===== src/rtl/instr_fetch_unit.sv =====
// Fetch stage: owns the fetch PC, reads words from imem and buffers them for the datapath.
// Optional FETCH_PERF_CNT_EN adds a saturating bubble counter output (fetch_bubble_cnt).
module instr_fetch_unit #(
    parameter logic [31:0] RESET_PC  = 32'h0040_0000,
    parameter int          BUF_DEPTH = 2
) (
    input  logic        clock,
    input  logic        clear,
    output logic        imem_req,
    output logic [31:0] imem_addr,
    input  logic        imem_ack,
    input  logic [31:0] imem_rdata,
    input  logic        redirect_valid,
    input  logic [31:0] redirect_pc,
    output logic        instr_valid,
    output logic [31:0] instr,
    output logic [31:0] instr_pc,
`ifdef FETCH_PERF_CNT_EN
    output logic [31:0] fetch_bubble_cnt,
`endif
    input  logic        instr_ready
);

    localparam int PW = $clog2(BUF_DEPTH);
    localparam int CW = PW + 1;
    localparam logic [CW-1:0] DEPTH_C = CW'(BUF_DEPTH);

    typedef enum logic [1:0] {
        S_IDLE,
        S_REQ,
        S_DROP
    } state_e;

    state_e        state_q, state_d;
    logic [31:0]   fpc_q, fpc_d;
    logic          req_q, req_d;
    logic [31:0]   addr_q, addr_d;
    logic [PW-1:0] rd_ptr_q, rd_ptr_d;
    logic [PW-1:0] wr_ptr_q, wr_ptr_d;
    logic [CW-1:0] cnt_q, cnt_d;

    logic [31:0]   buf_pc_q   [BUF_DEPTH];
    logic [31:0]   buf_data_q [BUF_DEPTH];

    logic          push;
    logic          pop;
    logic          flush;
    logic [31:0]   redir_al;
    logic [31:0]   fpc_inc;
    logic [CW-1:0] cnt_pop;
    logic [CW-1:0] cnt_push_pop;

    assign instr_valid  = (cnt_q != '0);
    assign instr        = buf_data_q[rd_ptr_q];
    assign instr_pc     = buf_pc_q[rd_ptr_q];
    assign imem_req     = req_q;
    assign imem_addr    = addr_q;

    assign pop          = instr_valid & instr_ready & ~redirect_valid;
    assign redir_al     = redirect_pc & 32'hFFFF_FFFC;
    assign fpc_inc      = fpc_q + 32'd4;
    assign cnt_pop      = cnt_q - CW'(pop);
    assign cnt_push_pop = cnt_q + CW'(1) - CW'(pop);

    // Request gating uses post-pop occupancy so the buffer never overflows.
    always_comb begin
        state_d = state_q;
        fpc_d   = fpc_q;
        req_d   = req_q;
        addr_d  = addr_q;
        push    = 1'b0;
        flush   = 1'b0;
        unique case (state_q)
            S_IDLE: begin
                if (redirect_valid) begin
                    flush = 1'b1;
                    fpc_d = redir_al;
                end else if (cnt_pop < DEPTH_C) begin
                    state_d = S_REQ;
                    req_d   = 1'b1;
                    addr_d  = fpc_q;
                end
            end
            S_REQ: begin
                if (redirect_valid) begin
                    flush = 1'b1;
                    fpc_d = redir_al;
                    if (imem_ack) begin
                        state_d = S_IDLE;
                        req_d   = 1'b0;
                    end else begin
                        state_d = S_DROP;
                    end
                end else if (imem_ack) begin
                    push  = 1'b1;
                    fpc_d = fpc_inc;
                    if (cnt_push_pop < DEPTH_C) begin
                        addr_d = fpc_inc;
                    end else begin
                        state_d = S_IDLE;
                        req_d   = 1'b0;
                    end
                end
            end
            S_DROP: begin
                // Stale request stays on the bus until memory completes it.
                if (redirect_valid) begin
                    flush = 1'b1;
                    fpc_d = redir_al;
                end
                if (imem_ack) begin
                    state_d = S_IDLE;
                    req_d   = 1'b0;
                end
            end
            default: begin
                state_d = S_IDLE;
                req_d   = 1'b0;
            end
        endcase
    end

    always_comb begin
        rd_ptr_d = rd_ptr_q;
        wr_ptr_d = wr_ptr_q;
        cnt_d    = cnt_q;
        if (flush) begin
            rd_ptr_d = '0;
            wr_ptr_d = '0;
            cnt_d    = '0;
        end else begin
            if (push) begin
                wr_ptr_d = wr_ptr_q + PW'(1);
            end
            if (pop) begin
                rd_ptr_d = rd_ptr_q + PW'(1);
            end
            cnt_d = cnt_q + CW'(push) - CW'(pop);
        end
    end

    always_ff @(posedge clock) begin
        if (clear) begin
            state_q  <= S_IDLE;
            fpc_q    <= RESET_PC;
            req_q    <= 1'b0;
            addr_q   <= RESET_PC;
            rd_ptr_q <= '0;
            wr_ptr_q <= '0;
            cnt_q    <= '0;
        end else begin
            state_q  <= state_d;
            fpc_q    <= fpc_d;
            req_q    <= req_d;
            addr_q   <= addr_d;
            rd_ptr_q <= rd_ptr_d;
            wr_ptr_q <= wr_ptr_d;
            cnt_q    <= cnt_d;
        end
    end

    always_ff @(posedge clock) begin
        if (clear) begin
            for (int i = 0; i < BUF_DEPTH; i++) begin
                buf_pc_q[i]   <= '0;
                buf_data_q[i] <= '0;
            end
        end else if (push) begin
            buf_pc_q[wr_ptr_q]   <= fpc_q;
            buf_data_q[wr_ptr_q] <= imem_rdata;
        end
    end

`ifdef FETCH_PERF_CNT_EN
    logic [31:0] bubble_q, bubble_d;

    always_comb begin
        bubble_d = bubble_q;
        if (instr_ready && !instr_valid && (bubble_q != 32'hFFFF_FFFF)) begin
            bubble_d = bubble_q + 32'd1;
        end
    end

    always_ff @(posedge clock) begin
        if (clear) begin
            bubble_q <= '0;
        end else begin
            bubble_q <= bubble_d;
        end
    end

    assign fetch_bubble_cnt = bubble_q;
`endif

endmodule

===== config.mk =====
export PLATFORM = sky130hd
export DESIGN_NAME = instr_fetch_unit
export DESIGN_NICKNAME = d
export VERILOG_FILES = /design/src/rtl/instr_fetch_unit.sv
export SDC_FILE = /design/constraint.sdc
export NUM_CORES = 1
export LEC_CHECK = 0
export BUFFER_PORTS_ARGS = -buffer_cell sky130_fd_sc_hd__buf_2
export CAP_MARGIN = 20
export CORE_ASPECT_RATIO = 0.7
export CORE_MARGIN = 2
export CORE_UTILIZATION = 40
export DETAILED_ROUTE_END_ITERATION = 12
export GPL_ROUTABILITY_DRIVEN = 0
export GPL_TIMING_DRIVEN = 1
export PLACE_DENSITY = 0.66
export SYNTH_ARGS = -nofsm -noshare
export SYNTH_HDL_FRONTEND = slang
export SYNTH_SLANG_ARGS = --single-unit

===== constraint.sdc =====
create_clock -name clock -period 14.5 [get_ports clock]
set_clock_uncertainty 0.2 [all_clocks]
set_input_delay 2.175 -clock clock [delete_from_list [all_inputs] [get_ports clock]]
set_output_delay 2.175 -clock clock [all_outputs]
set_load 0.01 [all_outputs]

### After elaboration in Yosys (flattened, before gate mapping)

Memories as Yosys holds them, arrays and structs flattened. A register that Yosys moved wholly into a read port is not among the register bits.
Cells that the tools add are included.

* register bits: 71
* latch bits: 0
* RAM bits: 128
* memory bits (read-only): 0
* logic and storage cells: 91
* memories kept: 2

Memory list
* buf_data_q: words 2, width 32, read ports 1, clocked after Yosys merged registers in 1, write ports 2, line 43 `logic [31:0] buf_data_q [BUF_DEPTH];`
* buf_pc_q: words 2, width 32, read ports 1, clocked after Yosys merged registers in 1, write ports 2, line 42 `logic [31:0] buf_pc_q [BUF_DEPTH];`

* add/subtract/negate cells: 8
* $mul: 0
* divide/modulo/power cells: 0
* magnitude comparators: 2
* equality and inequality tests: 11
* shift-type cells: 0
* mux-type cells: 45
* bitwise logic cells: 3
* reductions and logical operators: 13

Operator list (number)
* 32-bit 2-to-1 mux: 10
* 32-bit case mux with 2 select lines: 2
* 32-bit OR reduction: 2
* 32-bit by 3-bit adder with 32-bit output, second input constant: 1
* 1-bit 2-to-1 mux: 24
* 2-bit 2-to-1 mux: 7
* 2-bit != test, second input constant: 6
* 3-bit != test, second input constant: 2
* 2-bit case mux with 3 select lines: 1
* 6-bit AND reduction: 1
* 2-bit nonzero test: 3
* 2-bit by 1-bit subtractor with 2-bit output: 3
* 5-bit AND reduction: 1
* 2-bit less-than comparator, second input constant: 2
* 4-bit AND reduction: 1
* 2-bit OR reduction: 2
* 1-bit case mux with 3 select lines: 1
* 3-bit AND reduction: 1
* 3-bit OR reduction: 1
* 1-bit adder, second input constant: 2
* 2-bit by 1-bit adder with 2-bit output: 1
* 2-bit by 1-bit adder with 2-bit output, second input constant: 1
* 1-bit bitwise AND: 2
* 2-bit by 1-bit equality test with 1-bit output, second input constant: 1
* other kinds (4): 4

### Longest topological paths before layout

* depth after elaboration: 9
* gate-level depth with buffers: 10
* gate-level depth less buffers: 9

### Worst setup path after synthesis

OpenSTA, ideal clock, no wires.

* path type: in2reg
* start point: input imem_ack
* end point: memory buf_data_q[0][0] (enable)
* setup time: 0.568 ns
* arrival time: 7.153 ns
* required time: 13.732 ns
* slack: 6.579 ns
* stages: 3
* path buffers: 0
* cells stage by stage: nor3b_2 -> inv_2 -> o21ai_0

RTL lines
* from (decl): line 11 `input logic imem_ack,`
* to (decl): line 43

==> summary.log <==
INFO  sta            final_period_minus_worst_setup_slack=5.090ns
INFO  worst_setup_path path_delay_family=buffers and inverters
INFO  finish         syn2layout_area_growth=15.51%
INFO  yosys          synth-adder-area-share=0.3986%
INFO  yosys          synth-async-reset-ratio=0%
INFO  place          post-dp-hpwl=15170µm
INFO  yosys          largest_family_of_logic_cells_by_synthesized_area=simple AND/OR/NAND/NOR gates
INFO  worst_setup_path setup.worst_path.end_class=flop
INFO  yosys          yosys_warnings=0
INFO  sta            drv_slew=0
INFO  worst_setup_path worst_setup_path_start_kind=input port
INFO  yosys          muxShareOfSynthArea=8.185%
INFO  global_routing first_global_vias=6360
INFO  sta            final-setup-viol-count=0
INFO  routing        via_per_inst=5.360
INFO  worst_setup_path regToRegSetupSlack=10.44ns
INFO  sta            layout_worst_path_cycle_share=35.10%
INFO  die            die-height=132.4µm
INFO  sta            slew_headroom=28.98%
INFO  sta            worst-slew-pin-transition=1.065ns
INFO  worst_setup_path r2r_cells=5
INFO  routing        postRouteWirelength=23560µm
INFO  die            io_pins=167
INFO  finish         diodes=0
INFO  routing        drt_pass1_iterations=5
INFO  min_path       hold_path.startpoint=imem_addr[6]
INFO  worst_setup_path max_stage_delay=0.78ns
INFO  yosys          synthesized_area_fraction_occupied_by_and_or_nand_nor_cells=19.32%
INFO  cts            numCtsBuffers=17
INFO  yosys          syn-mean-instance-area=10.97µm²
INFO  finish         final_nets=1040
INFO  die            core_region_area=0.02291mm²
INFO  yosys          synth_sequential_area_ratio=54.00%
INFO  finish         nFillCells=2161
INFO  die            die_width=187.4µm
INFO  min_path       worst_hold_path_type=reg -> reg
INFO  routing        vias=6931
INFO  routing        antenna_left=0
INFO  yosys          synth-compound-area-share=9.899%
INFO  sta            worst_hold_slack=0.2975ns
INFO  cts            tritoncts_clock_tree=built
INFO  place          io_buffer_count=160
INFO  power_and_ir_drop power.static_leakage=0.004199µW
INFO  global_routing overall_global_routing_resource_usage=19.20%
INFO  worst_setup_path critical-path-slowest-cell=sky130_fd_sc_hd__nor3b_2
INFO  yosys          postSynthRegisterBits=192
INFO  worst_setup_path timing.critical_path.depth=5
INFO  cts            post_cts.repair.setup_buffers=0
INFO  routing        detail_route.drc_violations=0
INFO  worst_setup_path chain_of_cells_forming_the_critical_path=buf_2, nor3b_2, inv_2, o21ai_4, buf_4
INFO  yosys          synthFlopType=sky130_fd_sc_hd__edfxtp_1
INFO  cts            cts-root-buf=sky130_fd_sc_hd__clkbuf_16
INFO  cts            clock_path_buffers=2
INFO  yosys          yosysUniqueCellTypes=71
INFO  min_path       holdPathStages=2
INFO  sta            tns=0ns
INFO  cts            cts.repair.resized=0
INFO  sta            rsz_0062_raised_after_global_routing=no
INFO  worst_setup_path r2r_end=buf_pc_q[0][8]
INFO  die            initial_utilization=41.11%
INFO  yosys          synth_enable_flop_cells=124
INFO  worst_setup_path path_buf_inv=3
INFO  yosys          synth_xor_area_share=3.069%
INFO  global_routing grt_overflow=0
INFO  cts            clock-sinks=192
INFO  finish         stdcell_count=1293
INFO  status         status=complete, no violations
INFO  place          dp.cells=1260
INFO  min_path       hold_end=imem_addr[6]
INFO  finish         final_util=47.48%
INFO  worst_setup_path timing.critical_path.required=14.37ns
INFO  cts            path_clk_slew=0.07ns
INFO  worst_setup_path setup.worst_path.class=in -> reg
INFO  yosys          synth_area=0.009417mm²
INFO  worst_setup_path worstReg2RegStart=state_q[0]
INFO  global_routing grt_antenna_before_repair=0
INFO  global_routing maximum_number_of_pins_on_one_net_before_global_route_repair=63
INFO  routing        average_wire_per_cell_in_the_routed_design=18.22µm
INFO  sta            max_freq=0.1965GHz
INFO  finish         drive_gt1_share=29.15%
INFO  power_and_ir_drop vdd_drop_max=0.08468mV
INFO  run            timing.max_cap.violations=0
INFO  cts            insertion_delay=0.43ns
INFO  die            floorplan.die_area=0.02480mm²
INFO  sta            timing.final.hold_violations=0
INFO  place          pre_cts_slack=8.899ns
INFO  global_routing grt_pass1_wl=36970µm
INFO  worst_setup_path timing.critical_path.arrival=4.96ns
INFO  cts            clock_tree.htree_level_count=4
INFO  die            num_rows=46
INFO  power_and_ir_drop p_per_area=110.3mW/mm²
INFO  worst_setup_path path_max_fanout=37
INFO  yosys          cells_after_synth=858
INFO  routing        drtIter0Drc=445
INFO  cts            cts_stage_hold_buffer_count=0
INFO  sta            fin_worst_setup_slack=9.410ns
## state kept, by name (all words and copies together), names as in the netlist, named ones only
register and cells:
buf_pc_q 60, cnt_q 2, rd_ptr_q 1, imem_addr 30
state_q 2, imem_req 1, buf_data_q 64, wr_ptr_q 1
fpc_q 30
## per-layer routing
metal  global-route usage [%]  wire [µm]
met1                    29.77      11760
met2                    27.24       9906
met3                    3.886       1651
met4                    4.506        241
met5                        0          0
## worst min-delay path, stage by stage (launching register included)
cell and delay (ns):
sky130_fd_sc_hd__dfxtp_1 0.31, sky130_fd_sc_hd__nor2_1 0.09, sky130_fd_sc_hd__a211oi_1 0.05
## report_power, final
part           internal [µW]  switching [µW]
Combinational           43.8            64.7
Clock                    232             230
Sequential               607            22.2
Total                    883             317
## how the worst max path moves through the flow
stage / startpoint / to / slack, ns
detailed placement: redirect_valid / buf_pc_q[0][4] / 8.90
finish: redirect_valid / buf_pc_q[0][8] / 9.41
CTS: redirect_valid / buf_pc_q[0][15] / 9.36
global placement: redirect_valid / buf_pc_q[0][3] / 8.92
global route: redirect_valid / buf_pc_q[0][21] / 9.22
floorplan: imem_ack / buf_data_q[0][0] / 6.58
## area by class of cell
type / count / area, µm² / area share [%]
Clock buffer: 18 / 429.2 / 3.946
Clock inverter: 14 / 155.1 / 1.426
Multi-Input combinational cell: 578 / 3879 / 35.66
Timing Repair Buffer: 172 / 910.9 / 8.375
Sequential cell: 192 / 5086 / 46.76
Tap cell: 312 / 390.4 / 3.589
Inverter: 7 / 26.28 / 0.2416
## cell usage in the layout, fill, tap and decap left out, types with 5 or more instances in the layout
master | synthesis | layout
sky130_fd_sc_hd__clkbuf_16 | 0 | 17
sky130_fd_sc_hd__o21ai_0 | 41 | 40
sky130_fd_sc_hd__nand4_1 | 17 | 17
sky130_fd_sc_hd__buf_4 | 8 | 11
sky130_fd_sc_hd__nor4_1 | 15 | 15
sky130_fd_sc_hd__dfxtp_1 | 68 | 67
sky130_fd_sc_hd__and2_1 | 121 | 121
sky130_fd_sc_hd__nand2b_1 | 6 | 6
sky130_fd_sc_hd__xnor2_1 | 15 | 15
sky130_fd_sc_hd__a21oi_1 | 41 | 41
sky130_fd_sc_hd__nor2_1 | 43 | 43
sky130_fd_sc_hd__inv_1 | 6 | 6
sky130_fd_sc_hd__a31oi_1 | 12 | 12
sky130_fd_sc_hd__inv_6 | 0 | 5
sky130_fd_sc_hd__nand2_1 | 39 | 38
sky130_fd_sc_hd__a211oi_1 | 10 | 10
sky130_fd_sc_hd__a32oi_1 | 12 | 12
sky130_fd_sc_hd__edfxtp_1 | 124 | 124
sky130_fd_sc_hd__buf_2 | 6 | 160
sky130_fd_sc_hd__nor3_1 | 16 | 16
sky130_fd_sc_hd__mux2_2 | 64 | 64
sky130_fd_sc_hd__xor2_1 | 18 | 18
sky130_fd_sc_hd__mux2i_1 | 5 | 5
sky130_fd_sc_hd__nand3_1 | 25 | 25
## cells in the mapped netlist (8+ instances only)
| cell | instances | area, µm² |
|---|---|---|
| sky130_fd_sc_hd__a211oi_1 | 10 | 75.07 |
| sky130_fd_sc_hd__a21oi_1 | 41 | 205.2 |
| sky130_fd_sc_hd__a31oi_1 | 12 | 75.07 |
| sky130_fd_sc_hd__a32oi_1 | 12 | 105.1 |
| sky130_fd_sc_hd__and2_1 | 121 | 757.0 |
| sky130_fd_sc_hd__buf_4 | 8 | 60.06 |
| sky130_fd_sc_hd__clkbuf_1 | 53 | 198.9 |
| sky130_fd_sc_hd__dfxtp_1 | 68 | 1361 |
| sky130_fd_sc_hd__edfxtp_1 | 124 | 3724 |
| sky130_fd_sc_hd__mux2_2 | 64 | 720.7 |
| sky130_fd_sc_hd__nand2_1 | 39 | 146.4 |
| sky130_fd_sc_hd__nand3_1 | 25 | 125.1 |
| sky130_fd_sc_hd__nand4_1 | 17 | 106.4 |
| sky130_fd_sc_hd__nor2_1 | 43 | 161.4 |
| sky130_fd_sc_hd__nor3_1 | 16 | 80.08 |
| sky130_fd_sc_hd__nor4_1 | 15 | 93.84 |
| sky130_fd_sc_hd__o21ai_0 | 41 | 205.2 |
| sky130_fd_sc_hd__xnor2_1 | 15 | 131.4 |
| sky130_fd_sc_hd__xor2_1 | 18 | 157.7 |
## cells by family (layout without fill, tap and decap cells)
group | Yosys count | after routing
compound gates | 149 | 149
fa+ha+maj | 3 | 3
flops | 192 | 192
other cells | 1 | 4
mux | 69 | 69
buf+inv | 91 | 211
simple gates | 320 | 320
xor+xnor | 33 | 33
## per-stage QoR
step / instance area, µm² / total power (µW)
after floorplan: 9428 / 705.9
after global placement: 10260 / 746.1
after detailed placement: 10260 / 748.0
after CTS: 10850 / 1206
after global routing: 10880 / 1245
final: 10880 / 1199
No activity file was read; power rests on OpenSTA's default activity.
